`src/rtl/lut3_rr_sched.sv`:
```
// Round-robin scheduler sharing one reloadable 3-in/2-out lookup table among N_REQ requesters.
// Define LUT3_SCHED_STATS_EN to enable the saturating served-lookup counter on grant_cnt.
module lut3_rr_sched #(
   parameter int N_REQ = 4,
   parameter int PTR_W = 3
) (
   input  logic                 clk,
   input  logic                 rst,
   input  logic [N_REQ-1:0]     req,
   input  logic [3*N_REQ-1:0]   in_code,
   output logic [N_REQ-1:0]     done,
   output logic [1:0]           out_data,
   output logic                 busy,
   input  logic                 cfg_we,
   input  logic [15:0]          cfg_data,
   output logic                 cfg_err,
   output logic [15:0]          grant_cnt
);

   localparam logic [15:0] DEFAULT_TABLE = 16'h0F37;

   typedef enum logic [1:0] {IDLE, LOOKUP, RESP} state_t;

   state_t           state, state_nxt;
   logic [PTR_W-1:0] ptr;
   logic [PTR_W-1:0] winner_p0;
   logic [2:0]       code_p0;
   logic [1:0]       result_p1;
   logic [15:0]      lut;

   logic             found, hi_found;
   logic [PTR_W-1:0] hi_idx, lo_idx, pick;
   logic [2:0]       hi_code, lo_code, pick_code;

   // Two descending scans: lowest set bit at/above ptr wins, else lowest set bit overall (wrap).
   always_comb begin
      hi_found = 1'b0;
      hi_idx   = '0;
      hi_code  = '0;
      lo_idx   = '0;
      lo_code  = '0;
      for (int i = N_REQ-1; i >= 0; i--) begin
         if (req[i]) begin
            lo_idx  = PTR_W'(i);
            lo_code = in_code[3*i +: 3];
         end
         if (req[i] && (PTR_W'(i) >= ptr)) begin
            hi_found = 1'b1;
            hi_idx   = PTR_W'(i);
            hi_code  = in_code[3*i +: 3];
         end
      end
      found     = |req;
      pick      = hi_found ? hi_idx  : lo_idx;
      pick_code = hi_found ? hi_code : lo_code;
   end

   always_comb begin
      state_nxt = state;
      case (state)
         IDLE:    if (found) state_nxt = LOOKUP;
         LOOKUP:  state_nxt = RESP;
         RESP:    state_nxt = IDLE;
         default: state_nxt = IDLE;
      endcase
   end

   always_ff @(posedge clk) begin
      if (rst) begin
         state   <= IDLE;
         ptr     <= '0;
         lut     <= DEFAULT_TABLE;
         cfg_err <= 1'b0;
      end else begin
         state   <= state_nxt;
         cfg_err <= cfg_we && (state != IDLE);
         if (state == IDLE && cfg_we)
            lut <= cfg_data;
         if (state == RESP)
            ptr <= (winner_p0 == PTR_W'(N_REQ-1)) ? '0 : winner_p0 + PTR_W'(1);
      end
   end

   // Stage p0: capture winner and its code in IDLE; stage p1: table read in LOOKUP.
   always_ff @(posedge clk) begin
      if (state == IDLE && found) begin
         winner_p0 <= pick;
         code_p0   <= pick_code;
      end
      if (state == LOOKUP)
         result_p1 <= lut[{code_p0, 1'b0} +: 2];
   end

   always_comb begin
      busy     = (state != IDLE);
      out_data = (state == RESP) ? result_p1 : 2'b00;
      for (int i = 0; i < N_REQ; i++)
         done[i] = (state == RESP) && (winner_p0 == PTR_W'(i));
   end

`ifdef LUT3_SCHED_STATS_EN
   logic [15:0] cnt;

   always_ff @(posedge clk) begin
      if (rst)
         cnt <= 16'h0000;
      else if (state == RESP && cnt != 16'hFFFF)
         cnt <= cnt + 16'h0001;
   end

   assign grant_cnt = cnt;
`else
   assign grant_cnt = 16'h0000;
`endif

endmodule

```
`config.mk`:
```
export PLATFORM = sky130hd
export DESIGN_NAME = lut3_rr_sched
export DESIGN_NICKNAME = d
export VERILOG_FILES = /design/src/rtl/lut3_rr_sched.sv
export SDC_FILE = /design/constraint.sdc
export NUM_CORES = 1
export LEC_CHECK = 0
export CORE_MARGIN = 2
export CORE_UTILIZATION = 45
export DETAILED_ROUTE_END_ITERATION = 6
export PLACE_DENSITY_LB_ADDON = 0.1
export SLEW_MARGIN = 20
export SYNTH_ARGS = -nofsm -noshare
export SYNTH_HDL_FRONTEND = slang
export SYNTH_SLANG_ARGS = --single-unit
```
`constraint.sdc`:
```
create_clock -name clk -period 2 [get_ports clk]
set_input_delay 0.4 -clock clk [delete_from_list [all_inputs] [get_ports clk]]
set_output_delay 0.4 -clock clk [all_outputs]
set_load 0.005 [all_outputs]
```
==> reports/metrics.cfg <==
[grt]
grt_pass1_wl_um=6030
grt_usage_pct=17.8
grt_pass1_vias=1394
grt_max_degree=22
antenna_found_initial=0
gr-total-overflow=0

[synth]
synth_common_cells=37 x nand2_1, 21 x dfxtp_1, 17 x buf_4
syn_area_um2=1720
synth_enable_flop_cells=7
synth_seq_area_share_pct=36.7
synth_seq_cells=28
synth-main-ff-cell=dfxtp_1
synth.most_common_cell=nand2_1
synth_cell_types=34
ys_async_sr_fraction_pct=0
yosysWarnings=0
synthCells=196
yosysTopAreaCellShare_pct=24.5
syn-mean-instance-area_um2=8.77
synthTopCellsByArea=dfxtp_1 24%, edfxtp_1 12%, nand2_1 8.1%
yosysTopAreaCell=dfxtp_1

[floorplanning]
coreArea_um2=3660
die_area_um2=4330
initial_core_util_pct=47.0
ios=59
fp.dieH_um=65.8
dieWidth_um=65.8
rows=22

[clock_network]
h-tree-depth=1
clock_latency_ns=0.27
cts_setup_buffers=0
clk_pin_slew_ns=0.09
cts_buffer_depth=2
cts_num_sinks=28
cts_tree=done
cts-root-buf=clkbuf_8
cts_buffers=3

[layout]
layout-drive-gt1-share_pct=11.7
num_antenna_cells=0
nets=279
synthToLayoutAreaGrowth_pct=29.0
instances_no_fill=287

[sta]
timing_hold_violations_final=0
fin_skew_ns=0.00483
rsz0062_at_grt=false
hold_slack_ns=0.458
finalSetupViolCount=0
slew_violations=0
tightest_slew_ns=0.654
final.period_utilization_pct=95.1
fin_tns_setup_ns=0
maxSlewHeadroom_pct=56.3
fmax_ghz=0.526
min_period_ns=1.90

[route]
final_antenna_net_count=0
avgRoutedWirePerCell_um=12.6
drt_iter0_markers=91
drc=0
drtPass1Iterations=4
viasPerCell=5.10
wirelength_um=3630
vias=1464

[pwr]
power.density_nw_per_um2=627
peakVddDrop_uv=296
p_leak_nw=0.924

[place]
dpl.cell_count=283
port_buffers=42
gp_congestion=1.10
dpl.hpwl_um=2840

[min_path]
min_to=lut[6]
worstHoldStart=lut[6]
min_path_type=reg2reg
hold_depth=2

[setup_path]
end_kind=primary output
cp_max_fo=3
reg2reg_from=ptr[1]
crit_start=winner_p0[1]
path_class=reg2out
timing.rr.end=code_p0[2]
worstPathArrival_ns=1.50
startpoint_type=flop
rrSetupSlack_ns=0.34
r2r_cells=4
cp.required_ns=1.60

[job]
maxCapViolations=0

[outcome]
status=finished, final reports clean

-- cell families after synthesis --
| logic type | synth area share (%) |
|---|---|
| and+or+nand+nor | 21.5 |
| AOI/OAI and AO/OA | 16.7 |
| buffers and inverters | 14.3 |
| DFF | 36.7 |
| muxes | 7.71 |
| adders and majority gates | 2.91 |
| other | 0.218 |
-- metrics by stage --
step                      setup slack [ns]  cell area (µm²)  util [%]  power (mW)
after floorplan                      0.456             1780         -       0.933
after global placement             -0.0941             2150      58.6        1.05
after detailed placement            -0.155             2150      58.6        1.06
after CTS                           0.0288             2200      60.2        1.40
after global routing                0.0111             2220      60.6        1.47
final                               0.0972             2220      60.6        1.39
-- how the worst max path moves through the flow --
stage               slack (ns)         end  cells after the start
finish                     0.1     done[1]                      4
global route              0.01     done[1]                      4
CTS                       0.03     done[0]                      4
detailed placement       -0.16  code_p0[2]                      6
global placement         -0.09  code_p0[2]                      6
floorplan                 0.46  code_p0[0]                      6
-- worst max-delay path, stage by stage, from the launching register on --
cell             delay, ns
edfxtp_1              0.44
inv_2                 0.08
ha_1                  0.12
and2_1                0.11
clkdlybuf4s50_1       0.49
-- registers in the layout (all words and copies together), names as in the netlist --
signal	cells
code_p0	3
result_p1	2
lut	16
cfg_err	1
ptr	2
state	2
winner_p0	2
-- area by class of cell --
class	instances	area [µm²]
Fill cell	310	1440
Multi-Input combinational cell	144	911
Sequential cell	28	631
Timing Repair Buffer	54	528
Tap cell	48	60.1
Clock buffer	4	55.1
Inverter	9	33.8
-- metal layers --
| layer | vias up | global-route usage (%) | part of all wire [%] |
|---|---|---|---|
| li1 | 736 | - | - |
| met1 | 665 | 22.4 | 45 |
| met2 | 59 | 31.7 | 50 |
| met3 | 4 | 1.53 | 4.9 |
| met4 | 0 | 5.99 | 0.55 |
| met5 | - | 0 | 0 |
-- power by group --
| group | switching (mW) | total (mW) | internal (mW) |
|---|---|---|---|
| Combinational | 0.158 | 0.360 | 0.202 |
| Sequential | 0.0456 | 0.692 | 0.647 |
| Clock | 0.162 | 0.338 | 0.176 |
-- timing repair --
item,in CTS,in global routing
setup endpoints to repair,6,7
hold buffers,0,0
endpoints found under the hold margin,0,0
gates resized for setup,1,7
-- cell usage in the layout (no fill, tap or decap), types with 2 or more instances in the layout --
cell             count
dlymetal6s2s_1       2
dfxtp_1             21
a211oi_1             3
conb_1              16
a311o_1              3
a2111oi_0            2
buf_4               11
inv_2                3
a311oi_1             2
clkdlybuf4s50_1     40
o21ai_0              2
nor3b_1              2
mux2i_1              2
edfxtp_1             7
and2_1               7
inv_1                6
clkbuf_8             4
nor3_1               2
nor2b_1              2
o311a_1              3
ha_1                 3
mux2_2               2
o21a_1               3
mux4_2               4
a21oi_1             16
nand2b_1             2
nand3b_1            12
nor2_1               9
o221ai_1             3
nand2_1             37
No activity file was read; power rests on OpenSTA's default activity.
